$ cat src/rtl/mmio_uart_tx.sv
// Memory-mapped 8N1 UART transmitter: bus-written bytes queue in a small FIFO
// and are serialized LSB first on tx, with a programmable baud divisor.
module mmio_uart_tx #(
  parameter int unsigned FIFO_DEPTH  = 8,
  parameter int unsigned DEFAULT_DIV = 868,
  parameter int unsigned DIV_W       = 16
) (
  input  logic        clk,
  input  logic        rst_n,
  input  logic        sel,
  input  logic        we,
  input  logic [3:0]  addr,
  input  logic [31:0] wdata,
  output logic [31:0] rdata,
  output logic        ready,
  output logic        tx,
  output logic        irq
);

  localparam int unsigned PTR_W = $clog2(FIFO_DEPTH);
  localparam int unsigned CNT_W = PTR_W + 1;

  localparam logic [1:0] ST_IDLE  = 2'd0;
  localparam logic [1:0] ST_START = 2'd1;
  localparam logic [1:0] ST_DATA  = 2'd2;
  localparam logic [1:0] ST_STOP  = 2'd3;

  localparam logic [DIV_W-1:0] DIV_RST  = DIV_W'(DEFAULT_DIV);
  localparam logic [DIV_W-1:0] DIV_ONE  = {{(DIV_W-1){1'b0}}, 1'b1};
  localparam logic [DIV_W-1:0] DIV_ZERO = {DIV_W{1'b0}};
  localparam logic [CNT_W-1:0] CNT_FULL = CNT_W'(FIFO_DEPTH);
  localparam logic [CNT_W-1:0] CNT_ZERO = {CNT_W{1'b0}};
  localparam logic [PTR_W-1:0] PTR_ONE  = {{(PTR_W-1){1'b0}}, 1'b1};
  localparam logic [CNT_W-1:0] CNT_ONE  = {{(CNT_W-1){1'b0}}, 1'b1};

  logic [7:0]       fifo_mem [FIFO_DEPTH];
  logic [PTR_W-1:0] wr_ptr_q, wr_ptr_d;
  logic [PTR_W-1:0] rd_ptr_q, rd_ptr_d;
  logic [CNT_W-1:0] count_q, count_d;
  logic             overflow_q, overflow_d;
  logic [DIV_W-1:0] baud_div_q, baud_div_d;
  logic [DIV_W-1:0] frame_div_q, frame_div_d;
  logic [DIV_W-1:0] tick_q, tick_d;
  logic [1:0]       state_q, state_d;
  logic [2:0]       bit_cnt_q, bit_cnt_d;
  logic [7:0]       shift_q, shift_d;
  logic             tx_q, tx_d;

  logic wr_txdata_s, wr_status_s, wr_baud_s;
  logic full_s, empty_s, busy_s, bit_end_s;
  logic push_s, pop_s;
  logic [3:0] count4_s;
  logic unused_wdata_s;

  assign wr_txdata_s = sel & we & (addr == 4'h0);
  assign wr_status_s = sel & we & (addr == 4'h4);
  assign wr_baud_s   = sel & we & (addr == 4'h8);

  assign full_s    = (count_q == CNT_FULL);
  assign empty_s   = (count_q == CNT_ZERO);
  assign busy_s    = (state_q != ST_IDLE);
  assign bit_end_s = (tick_q == DIV_ZERO);
  assign count4_s  = 4'(count_q);

  // Fullness is judged on the start-of-cycle count, so a same-cycle pop never rescues a push.
  assign push_s = wr_txdata_s & ~full_s;
  assign pop_s  = ~empty_s & ((state_q == ST_IDLE) | ((state_q == ST_STOP) & bit_end_s));

  assign ready = sel;
  assign tx    = tx_q;
  assign irq   = empty_s & (state_q == ST_IDLE);
  assign unused_wdata_s = ^wdata;

  // Register read mux, combinational from the offset.
  always_comb begin
    rdata = 32'h0000_0000;
    case (addr)
      4'h4:    rdata = {20'h0_0000, count4_s, 4'h0, overflow_q, empty_s, full_s, busy_s};
      4'h8:    rdata = 32'(baud_div_q);
      default: rdata = 32'h0000_0000;
    endcase
  end

  // FIFO pointer, count, overflow and divisor register next state.
  always_comb begin
    wr_ptr_d   = wr_ptr_q;
    rd_ptr_d   = rd_ptr_q;
    count_d    = count_q;
    overflow_d = overflow_q;
    baud_div_d = baud_div_q;
    if (push_s) begin
      wr_ptr_d = wr_ptr_q + PTR_ONE;
    end else begin
      wr_ptr_d = wr_ptr_q;
    end
    if (pop_s) begin
      rd_ptr_d = rd_ptr_q + PTR_ONE;
    end else begin
      rd_ptr_d = rd_ptr_q;
    end
    case ({push_s, pop_s})
      2'b10:   count_d = count_q + CNT_ONE;
      2'b01:   count_d = count_q - CNT_ONE;
      default: count_d = count_q;
    endcase
    if (wr_txdata_s && full_s) begin
      overflow_d = 1'b1;
    end else if (wr_status_s && wdata[3]) begin
      overflow_d = 1'b0;
    end else begin
      overflow_d = overflow_q;
    end
    if (wr_baud_s) begin
      baud_div_d = (wdata[DIV_W-1:0] == DIV_ZERO) ? DIV_ONE : wdata[DIV_W-1:0];
    end else begin
      baud_div_d = baud_div_q;
    end
  end

  // Frame sequencer: the divisor is captured per frame so mid-frame writes wait for the next START.
  always_comb begin
    state_d     = state_q;
    tick_d      = tick_q;
    bit_cnt_d   = bit_cnt_q;
    shift_d     = shift_q;
    frame_div_d = frame_div_q;
    case (state_q)
      ST_IDLE: begin
        if (pop_s) begin
          state_d     = ST_START;
          shift_d     = fifo_mem[rd_ptr_q];
          frame_div_d = baud_div_q;
          tick_d      = baud_div_q - DIV_ONE;
        end else begin
          state_d = ST_IDLE;
        end
      end
      ST_START: begin
        if (bit_end_s) begin
          state_d   = ST_DATA;
          tick_d    = frame_div_q - DIV_ONE;
          bit_cnt_d = 3'd0;
        end else begin
          tick_d = tick_q - DIV_ONE;
        end
      end
      ST_DATA: begin
        if (bit_end_s) begin
          tick_d    = frame_div_q - DIV_ONE;
          shift_d   = {1'b0, shift_q[7:1]};
          bit_cnt_d = bit_cnt_q + 3'd1;
          if (bit_cnt_q == 3'd7) begin
            state_d = ST_STOP;
          end else begin
            state_d = ST_DATA;
          end
        end else begin
          tick_d = tick_q - DIV_ONE;
        end
      end
      ST_STOP: begin
        if (bit_end_s && pop_s) begin
          state_d     = ST_START;
          shift_d     = fifo_mem[rd_ptr_q];
          frame_div_d = baud_div_q;
          tick_d      = baud_div_q - DIV_ONE;
        end else if (bit_end_s) begin
          state_d = ST_IDLE;
        end else begin
          tick_d = tick_q - DIV_ONE;
        end
      end
      default: begin
        state_d = ST_IDLE;
      end
    endcase
  end

  // Line level follows the current state, giving the one-cycle register stage on tx.
  always_comb begin
    tx_d = 1'b1;
    case (state_q)
      ST_START: tx_d = 1'b0;
      ST_DATA:  tx_d = shift_q[0];
      default:  tx_d = 1'b1;
    endcase
  end

  // FIFO storage; contents are don't-care until written.
  always_ff @(posedge clk) begin
    if (push_s) begin
      fifo_mem[wr_ptr_q] <= wdata[7:0];
    end
  end

  // State registers.
  always_ff @(posedge clk or negedge rst_n) begin
    if (!rst_n) begin
      wr_ptr_q    <= {PTR_W{1'b0}};
      rd_ptr_q    <= {PTR_W{1'b0}};
      count_q     <= CNT_ZERO;
      overflow_q  <= 1'b0;
      baud_div_q  <= DIV_RST;
      frame_div_q <= DIV_RST;
      tick_q      <= DIV_ZERO;
      state_q     <= ST_IDLE;
      bit_cnt_q   <= 3'd0;
      shift_q     <= 8'h00;
      tx_q        <= 1'b1;
    end else begin
      wr_ptr_q    <= wr_ptr_d;
      rd_ptr_q    <= rd_ptr_d;
      count_q     <= count_d;
      overflow_q  <= overflow_d;
      baud_div_q  <= baud_div_d;
      frame_div_q <= frame_div_d;
      tick_q      <= tick_d;
      state_q     <= state_d;
      bit_cnt_q   <= bit_cnt_d;
      shift_q     <= shift_d;
      tx_q        <= tx_d;
    end
  end

endmodule

$ cat config.mk
export PLATFORM = sky130hd
export DESIGN_NAME = mmio_uart_tx
export DESIGN_NICKNAME = d
export VERILOG_FILES = /design/src/rtl/mmio_uart_tx.sv
export SDC_FILE = /design/constraint.sdc
export NUM_CORES = 1
export LEC_CHECK = 0
export CORE_MARGIN = 5
export CORE_UTILIZATION = 31
export CTS_CLUSTER_SIZE = 12
export DETAILED_ROUTE_END_ITERATION = 10
export GPL_TIMING_DRIVEN = 0
export PLACE_DENSITY_LB_ADDON = 0.08
export SYNTH_ARGS = -nofsm -noshare
export SYNTH_HDL_FRONTEND = slang
export SYNTH_SLANG_ARGS = --single-unit
$ cat constraint.sdc
create_clock -name clk -period 4.2 [get_ports clk]
set_input_delay 0.42 -clock clk [delete_from_list [all_inputs] [get_ports clk]]
set_output_delay 0.42 -clock clk [all_outputs]
set_load 0.1 [all_outputs]
==> summary by stage, run 1 <==
Run status
The run finished with clean final reports.

Critical path
Data on the critical path is required at its endpoint by ~3.8 ns. The maximum cell stage delay along the critical path is around 1.2 ns. The cell with the largest stage delay on the worst path is sky130_fd_sc_hd__clkdlybuf4s50_1. The critical path startpoint category is an input pin. The data arrival time of the worst path is 3.34 ns. The critical-path maximum fanout is 10. The category of cells accounting for the largest share of critical-path delay is buffers and inverters.

The critical path goes through clkdlybuf4s50_1, nor4b_2, clkbuf_1, nand2_1, o21ai_0, clkdlybuf4s50_1. The class of the most critical setup path is in2out. The capturing element type of the critical path is an output pin. The critical path contains buffers and inverters numbering 3 combined. The cell that appears most often on the critical path is sky130_fd_sc_hd__clkdlybuf4s50_1.

Power and ir drop
The total power consumption of the routed design is between 0.006 and 0.007 W. Dividing total power by cell area gives a power density of 705 mW/mm². For this design the static power due to leakage is around 3.3 nW. The maximum vdd ir drop is 296 µV.

Floorplanning
The die boundary width is about 160 µm. The full die area is ~0.027 mm². The standard cell core area is roughly 0.023 mm². In this run the vertical extent of the chip is ~160 µm. The effective utilization at floorplan is a little under a third. The number of rows in the core area is 56. In this run the count of I/O pins placed on the die edge is 75.

GRT
Summed over all layers, the global routing overflow is 0. The via count of the first global-routing pass is about 5,100. The first global-routing pass estimated slightly below 30,000 µm of wire. The initial antenna violation count is 0. The largest net degree at the start of global routing is between 40 and 50. Global routing consumed, over all layers together, 14.6% of the routing resources.

Clock network
TritonCTS created 17 clock buffers. Clock tree synthesis selected as its root buffer the cell sky130_fd_sc_hd__clkbuf_16. The number of clock sinks seen by CTS is approximately 140. The clock passes through at most 2 buffers. The CTS tree is yes. Post-CTS timing repair inserted 0 buffers for setup. The clock transition at the registers of the reported paths is about 0.070 ns. The later pin in the worst-skew pair is clocked with a latency of between 0.4 and 0.5 ns.

The number of levels in the clock H-tree is 4.

Job
The tool flagged a number of max-cap violations equal to 0.

Logic synthesis
The cell count after synthesis came out at approximately 600. sky130_fd_sc_hd__edfxtp_1 takes more of the synthesized area than any other cell. The primary flip-flop cell chosen by synthesis mapping is sky130_fd_sc_hd__edfxtp_1. For this run, the number of Yosys warnings is 0. The fraction of registers with async set or reset after synthesis is a little over half. The mean instance size in the synthesized netlist is between 10 and 15 µm². The synthesized design contains 64 enable-type register cells. The netlist uses 73 different library cells. Counting flops and latches in the post-synthesis netlist gives 137. The area fraction of the dominant cell type after synthesis is roughly a quarter.

In the synthesized netlist, the cells that appear most often are sky130_fd_sc_hd__edfxtp_1 (64), sky130_fd_sc_hd__dfrtp_1 (62), sky130_fd_sc_hd__nand2_1 (44). After synthesis the cells add up to 0.00726 mm². The portion of the post-synthesis area used by sequential elements is between 50% and 60%. Ranked by total cell area, the synthesized netlist is headed by sky130_fd_sc_hd__edfxtp_1 (26%), sky130_fd_sc_hd__dfrtp_1 (21%), sky130_fd_sc_hd__mux2_2 (5.0%).

In the post-synthesis netlist, the cell with the most instances is sky130_fd_sc_hd__edfxtp_1.

STA
The final-report setup violation count is 0. Adding up every negative setup slack in the final design gives 0 ns. The clock period could shrink to roughly 3.8 ns.

Setup repair after global routing left no endpoint under its margin. The setup clock skew after layout is 0.00969 ns. In the finished design, the share of the clock period the worst path needs comes to between 80% and 90%. The final max-slew violation count is 0. On the final layout, the worst hold slack is roughly 0.48 ns.

The number of endpoints with negative hold slack in the final report was 0. The worst pin sits at a relative slew slack of 33.8%. The maximum clock frequency is 0.266 GHz.

The slew at the pin closest to its max-slew limit is 0.990 ns.

Cells and area
Fill cells in the final layout number about 2,300. The share of layout cells above drive strength 1 is 22.1%. The post-layout net count is 735. Once layout is complete, the cells apart from fillers number just over 1,000.

The number of inserted diodes is 0. Compared with the post-synthesis result, the final layout area differs by 21.3%. Cells fill between 30 and 40% of the core in the end.

Placed design
The placed wire-length estimate after detailed placement is ~13,000 µm. The weighted congestion reported at the end of routability-driven placement is 0.813. The number of port buffers is 42. Counting tap cells, the placed design contains a total of between 900 and 1,000 instances.

Routing
The wire length per cell after detailed routing is roughly 18 µm. For this block, the initial DRC count from the detailed router was around 340. In the routed design, unresolved DRC markers number 0. Dividing the detail-routed via count by the number of cells gives slightly below 5. The detailed-routing iteration count for the pre-antenna-repair pass is 5. Wires add up to 18,600 µm.

The remaining number of nets flagged by the antenna check after routing is 0. The via count of the routed design is ~5,000.

Worst hold path
The worst hold path belongs to the class in2async.
-- final timing paths --
kind / from / endpoint / slack [ns] / depth (start not counted)
worst max-delay path: addr[2] / rdata[2] / 0.44 / 6
worst min-delay path: rst_n / shift_q[0]$_DFFE_PN0P_ / 0.48 / 2
worst max register to register: tick_q[0]$_DFFE_PN0P_ / count4_s[2]$_DFFE_PN0P_ / 0.96 / 14
worst min register to register: bit_cnt_q[2]$_DFFE_PN0P_ / bit_cnt_q[2]$_DFFE_PN0P_ / 0.48 / 2
max in group asynchronous: rst_n / frame_div_q[6]$_DFFE_PN1P_ / 3.08 / 3
min in group clk: bit_cnt_q[2]$_DFFE_PN0P_ / bit_cnt_q[2]$_DFFE_PN0P_ / 0.48 / 2
-- per-stage QoR --
stage	cell area [µm²]	setup WS (ns)
2_1_floorplan	7310	0.697
3_3_place_gp	8130	-0.231
3_5_place_dp	8170	0.414
4_1_cts	8810	0.403
5_1_grt	8810	0.240
6_report	8810	0.443
-- sequential cells by signal (all words and copies together) (netlist names) --
register / count
baud_div_q: 16
wr_ptr_q: 3
shift_q: 8
frame_div_q: 16
tick_q: 16
state_q: 2
tx: 1
rd_ptr_q: 3
bit_cnt_q: 3
overflow_q: 1
count4_s: 4
fifo_mem: 64
-- power by group --
part	switching, W	total [W]	internal, W
clock	0.000702	0.00156	0.000863
combinational	0.00149	0.00265	0.00116
sequential	0.000297	0.00200	0.00170
-- logic make-up (layout without fill, tap and decap cells) --
family                     count (synthesis)  count (layout)  synth area share, %
muxes                                     66              66                 12.9
xor gates and xnor gates                  36              36                 4.34
AOI/OAI and AO/OA                        106             106                 9.52
adders and majority gates                 16              16                 2.76
and+or+nand+nor                          180             180                 14.2
other                                      1              16               0.0517
buffers and inverters                     59             135                 4.41
DFF                                      137             137                 51.8
-- layout make-up --
cell class / count / area (µm²) / area share, %
inverters: 13 / 48.8 / 0.554
well taps: 319 / 399 / 4.53
clock inverters: 15 / 201 / 2.29
repair buffers: 44 / 455 / 5.17
flip-flops and latches: 137 / 3760 / 42.7
clock buffers: 17 / 425 / 4.83
multi-input cells: 420 / 3240 / 36.8
plain buffers: 46 / 272 / 3.08
-- routing by layer --
| metal | part of all wire [%] | vias up | track usage, % |
|---|---|---|---|
| met4 | 0.93 | 0 | 3.77 |
| met5 | 0 | - | 0 |
| met1 | 49 | 2450 | 21.0 |
| li1 | - | 2372 | - |
| met3 | 4.4 | 16 | 3.26 |
| met2 | 45 | 112 | 22.3 |
-- timing repair --
item	4_1_cts	5_1_grt
hold buffers	1	0
endpoints found under the hold margin	25	0
resized for setup	0	0
-- placed cells by master (no fill, tap or decap), types with 13 or more instances in the layout --
master / count
sky130_fd_sc_hd__clkbuf_1: 14
sky130_fd_sc_hd__xor2_1: 25
sky130_fd_sc_hd__nor3_1: 16
sky130_fd_sc_hd__conb_1: 16
sky130_fd_sc_hd__ha_1: 16
sky130_fd_sc_hd__dfrtp_1: 62
sky130_fd_sc_hd__nand2_1: 44
sky130_fd_sc_hd__clkbuf_16: 17
sky130_fd_sc_hd__edfxtp_1: 64
sky130_fd_sc_hd__buf_4: 20
sky130_fd_sc_hd__mux2_2: 32
sky130_fd_sc_hd__o21ai_0: 23
sky130_fd_sc_hd__inv_1: 13
sky130_fd_sc_hd__clkdlybuf4s50_1: 41
sky130_fd_sc_hd__nor2_1: 39
sky130_fd_sc_hd__mux4_2: 16
sky130_fd_sc_hd__a21oi_1: 28
(Power assumes the default switching activity.)
==> run 2, diff against run 1 <==
- SLEW_MARGIN: default -> 25
==> summary by stage, run 2 (synthesized netlist as in run 1, its figures left out) <==
STA
Unrepaired setup endpoints after global routing: false (unchanged). The shortest period the worst path allows is 3.80 ns (was 3.76 ns). The setup clock skew after layout is 0.0203 ns (was 0.00969 ns).

The worst hold margin came to 0.481 ns (was 0.478 ns). The fraction of the cycle the final worst path needs is 90.4% (was 89.5%). The number of endpoints with negative hold slack in the final report is 0 (unchanged). The final-report setup violation count is 0 (unchanged). The slew at the pin closest to its max-slew limit was 0.984 ns (was 0.990 ns). The final max-slew violation count was 0 (unchanged). The worst slew margin relative to its limit is 34.2% (was 33.8%). The maximum clock frequency is 0.263 GHz (was 0.266 GHz).

Floorplanning
The effective utilization at floorplan came to 31.2% (unchanged). The number of ports placed on the die boundary was 75 (unchanged). The standard cell core area is 0.0233 mm² (unchanged). The die boundary width is 163 µm (unchanged). The number of rows in the core area is 56 (unchanged). The die height is 163 µm (unchanged). The full die area is 0.0266 mm² (unchanged).

Cells and area
The number of filler instances in the final layout is 2,293 (was 2,288). The number of inserted diodes is 0 (unchanged). The area of the multi-input gates came to 0.00324 mm² (unchanged). The non-filler instance count after layout was 1,012 (was 1,011). Top library cells by usage in the layout, fill and taps aside: sky130_fd_sc_hd__edfxtp_1 (64), sky130_fd_sc_hd__dfrtp_1 (62), sky130_fd_sc_hd__nand2_1 (44), sky130_fd_sc_hd__clkdlybuf4s50_1 (41), sky130_fd_sc_hd__nor2_1 (39) (unchanged). The synthesis-to-layout area growth came to 21.4% (was 21.3%). The flip-flop count of the largest register after layout came to 64 (unchanged). The most common cell after layout, fill and taps aside is sky130_fd_sc_hd__edfxtp_1 (unchanged). The post-layout net count is 736 (was 735). The sequential cell area is 0.00376 mm² (unchanged).

The register containing the most flip-flops in the final layout was fifo_mem (unchanged). The post-route standard cell area excluding fillers is 0.00881 mm² (about the same). The share of layout cells above drive strength 1 is 22.2% (was 22.1%).

Clock network
The number of gates resized after cts is 0 (unchanged). The clock transition at the registers of the reported paths is 0.07 ns (about the same). The largest buffer count on any clock path was 2 (unchanged). The number of levels in the clock H-tree was 4 (unchanged). The CTS tree is yes (unchanged).

The number of clock sinks seen by CTS came to 137 (unchanged). The number of hold-repair buffers added at the cts stage was 1 (unchanged). The clock root buffer is sky130_fd_sc_hd__clkbuf_16 (unchanged). The clock insertion delay at the later pin of the skew report is 0.43 ns (about the same). The number of buffers added by the clock tree synthesis step was 17 (unchanged).

The setup fix buffers added after clock tree synthesis was 0 (unchanged).

Critical path
The class of the most critical setup path is in2out (unchanged). The critical-path maximum fanout is 10 (unchanged). The data required time at the worst endpoint is 3.78 ns (about the same). The critical path startpoint category is an input pin (unchanged).

The data arrival time of the worst path is 3.38 ns (was 3.34 ns). The capturing element type of the critical path is an output pin (unchanged).

Power and ir drop
The share of total power in combinational logic is 42.8% (was 42.6%). The leakage power total is 3.34 nW (about the same). The net load switching power is 0.00249 W (about the same). The clock power share was 24.8% (was 25.2%). The total power divided by cell area came to 700 mW/mm² (was 705 mW/mm²).

The switching part of the total power is 40.4% (was 40.0%). The internal cell power is 0.00368 W (was 0.00373 W). The maximum vdd ir drop is 302 µV (was 296 µV).

The sequential fraction of design power is 32.5% (was 32.2%). The total power consumption of the routed design came to 0.00617 W (was 0.00621 W).

Routing
The wire length reported by the detailed router is 18,500 µm (was 18,600 µm). The via count of the routed design is 4,909 (was 4,950). The wire length per cell after detailed routing is 18.3 µm (was 18.4 µm). The remaining number of nets flagged by the antenna check after routing was 0 (unchanged). The DRC violation count after routing is 0 (unchanged). The initial detailed-routing violation count came to 362 (was 338). The vias per cell is 4.85 (was 4.90). The detailed-routing iteration count for the pre-antenna-repair pass is 4 (was 5).

Placed design
The post-detailed-placement cell area is 0.00818 mm² (was 0.00817 mm²). The placed wire-length estimate after detailed placement is 13,600 µm (was 13,500 µm). The weighted congestion reported at the end of routability-driven placement is 0.813 (unchanged). The placed instance count is 979 (was 978). The number of port buffers was 42 (unchanged).

GRT
The largest net degree at the start of global routing was 48 (unchanged). The first-pass GRT wire length is 29,800 µm (was 29,700 µm). The via count of the first global-routing pass is 5,067 (was 5,071). The global router's overall resource usage came to 14.6% (about the same). The residual overflow from global routing was 0 (unchanged).

The initial antenna violation count is 0 (unchanged).

Job
The max-capacitance violation count was 0 (unchanged).

Run status
Outcome: finished clean (unchanged).

Worst hold path
The path class of the lowest-slack min-delay path was in2async (unchanged).
[run 2: changes by cell type in the layout (fill, tap and decap cells not counted), sizes merged]
cell,delta
clkinv,+2
buf,+1
bufinv,-1
clkinvlp,-1
[run 2: cell type report]
type                       instances  share of cell area, %
timing repair buffer              45                   5.25
buffer                            46                   3.08
sequential                       137                   42.7
inverter                          13                  0.554
clock inverter                    15                   2.26
tap                              319                   4.53
clock buffer                      17                   4.83
multi-input combinational        420                   36.8
[run 2: per-layer routing]
metal	vias up	GRT usage (%)	part of all wire, %
met3	12	2.85	3.7
li1	2373	-	-
met5	-	0	0
met1	2418	21.2	50
met2	106	22.5	45
met4	0	3.55	0.94
[run 2: path summary, 6_finish.rpt]
path                                          start                         end  slack, ns  depth (start not counted)
min                                           rst_n      shift_q[1]$_DFFE_PN0P_       0.48                          2
max reg2reg                   tick_q[0]$_DFFE_PN0P_     count4_s[2]$_DFFE_PN0P_       0.96                         14
max                                         addr[2]                    rdata[2]       0.40                          6
max in group asynchronous                     rst_n  frame_div_q[9]$_DFFE_PN1P_       3.08                          3
min reg2reg                bit_cnt_q[2]$_DFFE_PN0P_    bit_cnt_q[2]$_DFFE_PN0P_       0.49                          2
min in group clk           bit_cnt_q[2]$_DFFE_PN0P_    bit_cnt_q[2]$_DFFE_PN0P_       0.49                          2
[run 2: stage by stage]
| stage | utilization [%] | setup TNS [ns] | setup WS (ns) |
|---|---|---|---|
| 2_1_floorplan | - | 0 | 0.697 |
| 3_3_place_gp | 35.0 | -13.64 | -0.231 |
| 3_5_place_dp | 35.1 | 0 | 0.442 |
| 4_1_cts | 37.9 | 0 | 0.429 |
| 5_1_grt | 37.9 | 0 | 0.292 |
| 6_report | 37.9 | 0 | 0.402 |
[run 2: power by group through the flow]
stage | logic (W) | clock network [W] | registers (W)
6_report | 0.00264 | 0.00153 | 0.00200
5_1_grt | 0.00293 | 0.00163 | 0.00205
4_1_cts | 0.00266 | 0.00156 | 0.00200
3_5_place_dp | 0.00266 | 0 | 0.00203
3_3_place_gp | 0.00262 | 0 | 0.00202
2_1_floorplan | 0.00204 | 0 | 0.00197
[run 2: critical path: stages]
cell                              delay, ns
sky130_fd_sc_hd__clkdlybuf4s50_1       0.50
sky130_fd_sc_hd__nor4b_2               0.63
sky130_fd_sc_hd__clkbuf_1              0.39
sky130_fd_sc_hd__nand2_1               0.09
sky130_fd_sc_hd__o21ai_0               0.14
sky130_fd_sc_hd__clkdlybuf4s50_1       1.20
==> run 3, diff against run 2 <==
- CTS_CLUSTER_DIAMETER: default -> 80
==> results of run 3 <==
Same layout as run 2: the final DEF is identical, and so are final timing and power.
